--- config.mk ---
export PLATFORM = sky130hd
export DESIGN_NAME = lcd_frame_arbiter
export DESIGN_NICKNAME = d
export VERILOG_FILES = /design/src/rtl/lcd_pkg.sv /design/src/rtl/lcd_dwell_timer.sv /design/src/rtl/lcd_frame_arbiter.sv
export SDC_FILE = /design/constraint.sdc
export NUM_CORES = 1
export LEC_CHECK = 0
export ABC_AREA = 1
export CORE_AREA = 2 2 306 308
export DETAILED_ROUTE_END_ITERATION = 10
export DIE_AREA = 0 0 308 310
export PLACE_DENSITY = 0.45
export SYNTH_ARGS = -nofsm -noshare
export SYNTH_HDL_FRONTEND = slang
export SYNTH_HIERARCHICAL = 1
export SYNTH_SLANG_ARGS = --single-unit
export TNS_END_PERCENT = 10
--- constraint.sdc ---
create_clock -name clk -period 2.15 [get_ports clk]
set_input_delay 0.43 -clock clk [delete_from_list [all_inputs] [get_ports clk]]
set_output_delay 0.43 -clock clk [all_outputs]
set_load 0.005 [all_outputs]
--- src/rtl/lcd_pkg.sv ---
// Shared types and constants for the LCD frame arbiter and related page blocks.
package lcd_pkg;

  localparam int LCD_CHARS = 32;
  localparam int FRAME_W   = 256;
  localparam int NREQ      = 2;

  localparam logic [7:0] ASCII_ZERO  = 8'h30;
  localparam logic [7:0] ASCII_DASH  = 8'h2D;
  localparam logic [7:0] ASCII_SPACE = 8'h20;

  typedef enum logic {
    IDLE = 1'b0,
    SHOW = 1'b1
  } state_t;

  // Round-robin winner: a lone requester wins, a tie goes to whoever did not own last.
  function automatic logic pick(input logic [NREQ-1:0] req, input logic last_owner);
    if (req == 2'b11) return ~last_owner;
    return req[1];
  endfunction

endpackage

--- src/rtl/lcd_dwell_timer.sv ---
// Load/decrement dwell counter with a zero flag; parked at zero until reloaded.
module lcd_dwell_timer #(
  parameter int DWELL_CYCLES = 100_000_000
) (
  input  logic clk,
  input  logic rst_n,
  input  logic load,
  input  logic en,
  output logic zero
);

  localparam int CNT_W = $clog2(DWELL_CYCLES + 1);
  localparam logic [CNT_W-1:0] RELOAD = CNT_W'(DWELL_CYCLES - 1);

  logic [CNT_W-1:0] count;

  always_ff @(posedge clk) begin
    if (!rst_n) begin
      count <= '0;
    end else if (load) begin
      count <= RELOAD;
    end else if (en && (count != '0)) begin
      count <= count - 1'b1;
    end
  end

  assign zero = (count == '0);

endmodule

--- src/rtl/lcd_frame_arbiter.sv ---
// Round-robin owner of the 32-char LCD text buffer with a fixed dwell per grant.
// Optional LCD_OWNER_TAG_EN: last character shows the owner index ('-' when idle).
module lcd_frame_arbiter
  import lcd_pkg::*;
#(
  parameter int                 DWELL_CYCLES = 100_000_000,
  parameter logic [FRAME_W-1:0] IDLE_FRAME   = {"        IDLE            ", {8{ASCII_SPACE}}}
) (
  input  logic               clk,
  input  logic               rst_n,
  input  logic [NREQ-1:0]    req,
  input  logic [FRAME_W-1:0] frame0,
  input  logic [FRAME_W-1:0] frame1,
  output logic [NREQ-1:0]    grant,
  output logic [NREQ-1:0]    done,
  output logic               busy,
  output logic               owner,
  output logic [FRAME_W-1:0] chars_out
);

`ifdef LCD_OWNER_TAG_EN
  localparam logic [FRAME_W-1:0] RESET_FRAME = {IDLE_FRAME[FRAME_W-1:8], ASCII_DASH};
`else
  localparam logic [FRAME_W-1:0] RESET_FRAME = IDLE_FRAME;
`endif

  state_t             state, state_n;
  logic [NREQ-1:0]    grant_n, done_n;
  logic               busy_n, owner_n;
  logic               last_owner, last_owner_n;
  logic [FRAME_W-1:0] frame_n;
  logic               win, arb, load, dwell_zero;

  lcd_dwell_timer #(
    .DWELL_CYCLES(DWELL_CYCLES)
  ) u_timer (
    .clk  (clk),
    .rst_n(rst_n),
    .load (load),
    .en   (state == SHOW),
    .zero (dwell_zero)
  );

  always_ff @(posedge clk) begin
    if (!rst_n) begin
      state      <= IDLE;
      grant      <= '0;
      done       <= '0;
      busy       <= 1'b0;
      owner      <= 1'b0;
      last_owner <= 1'b1;
      chars_out  <= RESET_FRAME;
    end else begin
      state      <= state_n;
      grant      <= grant_n;
      done       <= done_n;
      busy       <= busy_n;
      owner      <= owner_n;
      last_owner <= last_owner_n;
      chars_out  <= frame_n;
    end
  end

  always_comb begin
    state_n      = state;
    grant_n      = '0;
    done_n       = '0;
    busy_n       = busy;
    owner_n      = owner;
    last_owner_n = last_owner;
    frame_n      = chars_out;
    arb          = 1'b0;
    win          = pick(req, last_owner);

    case (state)
      IDLE: begin
        arb = (req != '0);
      end
      SHOW: begin
        // Requests are ignored until the dwell expires; no pre-emption.
        if (dwell_zero) begin
          done_n[owner] = 1'b1;
          if (req != '0) begin
            arb = 1'b1;
          end else begin
            state_n = IDLE;
            busy_n  = 1'b0;
            frame_n = IDLE_FRAME;
          end
        end
      end
      default: begin
        state_n = IDLE;
      end
    endcase

    if (arb) begin
      grant_n[win] = 1'b1;
      frame_n      = win ? frame1 : frame0;
      owner_n      = win;
      last_owner_n = win;
      busy_n       = 1'b1;
      state_n      = SHOW;
    end

`ifdef LCD_OWNER_TAG_EN
    frame_n[7:0] = (state_n == SHOW) ? (ASCII_ZERO + {7'd0, owner_n}) : ASCII_DASH;
`endif
  end

  assign load = arb;

endmodule

# == Word level (Yosys, flattened, before mapping) ==
# Index checks and enable logic that the tools add are counted.
# totals
wordCells,56
reg_bits,291
output_inout_bits,262
# classes
n_bitwise,3
mux,24
n_addsub,1
n_reduce_logical,13
n_eq_ne,2
n_lt_le_gt_ge,4
# op_table
cell,count
two-way mux 256 bit,5
two-way mux 27 bit,2
logical NOT 27 bit,1
nonzero test 27 bit,1
subtractor 27 x 1 -> 27 bit (second input constant),1
two-way mux 1 bit,14
nonzero test 2 bit,4
AND reduction 3 bit,2
less-than comparator 1 x 2 -> 1 bit (second input constant),2
logical AND 1 bit,3
inverter 1 bit,3
demux 1 bit (select 1 bit),2
== test 2 bit (second input constant),1
>= comparator 1 bit (second input constant),2
!= test 2 bit (second input constant),1
one-hot mux 1 bit (2 select lines),1
AND reduction 2 bit,1
OR reduction 2 bit,1

# == Depth between registers and ports, before layout ==
# logic_depth
depth_word,7
mapped_depth,18
ltp_nobuf,15

# == Cells and area by module ==
# The synthesis kept the hierarchy.
# by_module_without_submodules
mod,instances,area_each_um2,cells_per_inst
lcd_frame_arbiter,1,14317.5,2240
lcd_dwell_timer,1,1849.3,310

# == Least setup slack after synthesis ==
# No wires, ideal clock.
# synth_path
path_type,reg2reg
from,register u_timer.count[0]
to,register u_timer.count[15]
period_less_slack_ns,2.333
path_stages_with_launch,19
slack_ns,-0.183
t_arrival_ns,2.204
n_path_buf,3
required_ns,2.021
cell_sequence,dfxtp_1 -> inv_1 -> ha_1 -> nand2_2 -> nor2_4 -> nand2_4 -> nor2_4 -> inv_1 -> nand2_1 -> nand2_4 -> inv_4 -> buf_8 -> buf_6 -> inv_1 -> clkbuf_1 -> nand2_1 -> nor2_1 -> nor2_1 -> nor2_1
# synth_via
elab_chain_len,4
word_cells_on_any_way,9
cone_classes,add/sub: 1; mux: 4; reduce/logical: 4
# synth_lines
item,line,text
from (decl),lcd_dwell_timer.sv:15,logic [CNT_W-1:0] count;
from (signal assigned),lcd_dwell_timer.sv:23,count <= count - 1'b1;
logical NOT 27 bit (*),lcd_dwell_timer.sv:27,assign zero = (count == '0);
named net dwell_zero,lcd_frame_arbiter.sv:32,"logic win, arb, load, dwell_zero;"
two-way mux 1 bit (*),lcd_frame_arbiter.sv:81,if (dwell_zero) begin
one-hot mux 1 bit (2 select lines) (*),lcd_frame_arbiter.sv:75,case (state)
named net arb,lcd_frame_arbiter.sv:32,
two-way mux 27 bit or nonzero test 2 bit (tied branches),--,
# The timed path passes the listed nets; every way through them passes the cells marked *. The select of a mux whose other input is x is not followed.
# A chain may end at the register's enable or synchronous reset.

# == Worst setup path in the final report ==
# layout_path
from,register owner
to,output port owner
# layout_lines
item,line,text
from (decl),lcd_frame_arbiter.sv:17,"output logic owner,"
from (signal assigned),lcd_frame_arbiter.sv:58,owner <= owner_n;
# No word-level cell between the ends.

==> run summary <==
The area of the core region came out at 0.0925 sq mm. By area, the combinational part of the netlist is dominated by simple AND/OR/NAND/NOR gates. The worst path required time is 1720 ps. The flow ran to the end, and the final reports show no timing, DRC or antenna violations. The transition time at the pin with the least slew margin is 421 ps. The number of H-tree branching levels came out at 2. The maximum number of pins on one net before global-route repair came out at 75. The reported max-cap violation count came out at 0. The critical path is of the register to primary output type. The number of hold violations in the final report was 0. For this design, the slowest cell found on the critical path is clkdlybuf4s50_1. The width of the die came out at 308 um. The count of standard-cell rows came out at 112.

The flip-flop and latch count after synthesis is 291. The part of the cycle the worst path needs is 98.1%. The minimum setup slack among reg-to-reg paths is 100 ps. The average via count per standard cell is 4.24. The wire length of the first global-routing pass came out at 119 mm. STA classifies the critical path startpoint as a register. The number of clock buffers added by TritonCTS is 41. The half-perimeter wire length of the detailed placement result is 62.5 mm. The number of sinks on the clock net came out at 291. The cell family contributing the most delay on the critical path is buffers and inverters.

The fraction of synthesized cell area taken by the top area cell type is 36.0%. The post-synthesis share of cell area spent on and, or, nand and nor gates came out at 38.0%. Pin placement for this block handled 778 I/O pins.

Setup violations remaining at the end of the flow were counted as 0. The routed length per instance came out at 18.3 um. Along the worst path, the maximum fanout reaches 2. The initial core utilization came out at 17.5%. In this run the worst hold path is classified as primary input to register.

The area enclosed by the die boundary is 0.0955 sq mm. The count of input and output buffers came out at 777. Setup repair after global routing could not meet its margin everywhere.

The fraction of layout cells with a size suffix above 1 is 8.14%. The remaining routing DRC violations is 0. The source-to-sink clock delay at the later pin of the worst-skew pair came out at 590 ps. The maximum clock rate is 474 MHz.

IR analysis of the VDD net gives a maximum drop of 0.000548 V. TritonCTS built the clock tree. The total detailed-routing wirelength is 83.7 mm. The xor/xnor cell area share of the yosys netlist came out at 0.596%. The count of TritonRoute iterations in the first routing pass is 5.

The number of antenna violations at the first check in global routing came out at 15. The total buffers and inverters traversed by the critical path is 1. The die boundary height is 310 um. CTS placed an instance of clkbuf_16 at the clock tree root.

The average footprint of a synthesized cell came out at 6.34 sq um. The synthesized cell area came out at 0.0162 sq mm. The synthesized netlist devotes 0.0774% of its cell area to adder and majority cells. Once detail routing completed, the nets flagged for antenna violations numbered 0. After routing the design area is 0.0278 sq mm. The count of pins over their slew limit is 0. The area overhead of the layout relative to synthesis is 72.0%. The synthesis warning total came out at 6. The arrival time of the worst setup path is 1680 ps. On the final layout, the worst clock skew is 28.4 ps. The mux cell area share after synthesis is 0%. Once placement finished, the instance area stood at 0.0262 sq mm. By area the synthesized netlist is led by dfxtp_1, nand3_1, inv_1. The part of the Yosys area used for sequential elements is 36.0%. The post-placement worst setup slack is -4.50 ps. The synthesized design spends more area on one cell type than any other, namely dfxtp_1. The remaining global-route overflow is 0.

Excluding fillers, the count of instances in the completed layout stands at 4566. The setup slack after layout came out at 41.8 ps. The aggregate global-route resource usage came out at 16.4%. The filler cell count came out at 10127. The element type at the critical path end is a primary output.

The synthesized netlist cell count is 2550. The number of placed instances, taps included, is 4468. The clock period minus worst slack is 2110 ps. The iteration-0 DRC count of the detailed router came out at 1276. The clock passes through at most 3 buffers. The stage delay of the slowest cell on the critical path came out at 620 ps. The via count of the first global-routing pass came out at 18533. The post-layout net count is 3839.

The clock transition at the registers of the reported paths is 60 ps. The power density over the cells is 645 mW/mm^2. The post-synthesis net count came out at 3067. The count of vias placed by the detailed router came out at 19340. The worst relative slew slack is 71.8%. Summed over all cells, the static leakage comes to 12.6 nW.

The placer's final routability congestion estimate came out at 0.891. The synthesized netlist devotes 7.82% of its cell area to compound gates. Walking the worst path, the cells encountered are clkdlybuf4s50_1. The count of distinct cell types in the synthesized netlist came out at 32.
==> metal layers <==
metal / share of wire, % / global-route usage, % / wire [um] / vias to the layer above
met5: 0.044 / 0 / 37 / -
met4: 3.0 / 5.89 / 2550 / 6
met3: 6.5 / 3.75 / 5470 / 114
met2: 48 / 27.3 / 40300 / 604
met1: 42 / 20.6 / 35400 / 8952
li1: - / - / - / 9664
==> tightest hold or removal path, cell delays in order <==
cell and delay, ps:
buf_2 170, nand2_1 90, inv_1 30
==> Yosys cell counts, drive strengths merged <==
master / instances
a21oi: 237
a31oi: 1
buf: 111
clkbuf: 95
clkinv: 1
dfxtp: 291
ha: 1
inv: 481
nand2: 446
nand3: 755
nand3b: 40
nand4: 7
nor2: 59
nor3: 6
nor3b: 1
o21ai: 6
or2: 1
xnor2: 3
xor2: 8
==> cell families after synthesis <==
logic type / after synthesis
compound gates: 244
xor+xnor: 11
fa+ha+maj: 1
buf+inv: 688
flops: 291
simple gates: 1315
==> final timing paths <==
kind	startpoint	to	cells past startpoint
worst max-delay path	owner$_SDFFE_PN0P_	owner	1
worst min-delay path	rst_n	u_timer/count[22]$_SDFFE_PN0P_	3
worst max register to register	u_timer/count[1]$_SDFFE_PN0P_	chars_out[227]$_SDFFE_PN0P_	13
worst min register to register	chars_out[98]$_SDFFE_PN0P_	chars_out[98]$_SDFFE_PN0P_	2
==> state kept, by name (all words and copies together), names as in the netlist <==
register and flops:
busy 1, chars_out 256, done 2, grant 2
last_owner 1, owner 1, state 1, u_timer/count 27
==> where the power goes <==
| group | internal, W | switching [W] |
|---|---|---|
| clock network | 0.00432 | 0.00289 |
| logic | 0.00248 | 0.00220 |
| registers | 0.00582 | 0.000242 |
| total | 0.0126 | 0.00534 |
==> through the flow <==
step	hold slack, ps	power, W	util, %	TNS (ps)
2_1_floorplan	429	0.00800	-	0
3_3_place_gp	467	0.0108	28.3	-40.3
3_5_place_dp	472	0.0108	28.3	-4.50
4_1_cts	112	0.0182	29.8	0
5_1_grt	156	0.0189	30.1	-73.7
6_report	173	0.0180	30.1	0
==> area by class of cell <==
| class | count | area [sq um] | share of cell area [%] |
|---|---|---|---|
| antenna | 14 | 35.0 | 0.126 |
| clock buffer | 58 | 1170 | 4.21 |
| clock inverter | 18 | 245 | 0.882 |
| inverter | 482 | 1850 | 6.64 |
| multi-input combinational | 1571 | 7580 | 27.3 |
| sequential | 291 | 5830 | 21.0 |
| tap | 1197 | 1500 | 5.39 |
| timing repair buffer | 935 | 9600 | 34.5 |
==> cells in the final DEF (no fill, tap or decap), types with 10 or more instances in the layout <==
master           instances
nor2_1                  48
diode_2                 14
dfxtp_1                289
a21oi_1                225
clkbuf_16               44
buf_4                  106
nand2_1                434
clkinv_2                10
nand3b_1                40
a21oi_2                 12
buf_12                  39
inv_1                  476
nand3_1                754
clkdlybuf4s50_1        775
==> what timing repair did <==
item,in CTS,in global routing
buffers inserted,0,5
hold buffers,0,0
cloned,0,3
resized for setup,1,23
endpoints found under the setup margin,1,248
(Power assumes the default switching activity.)
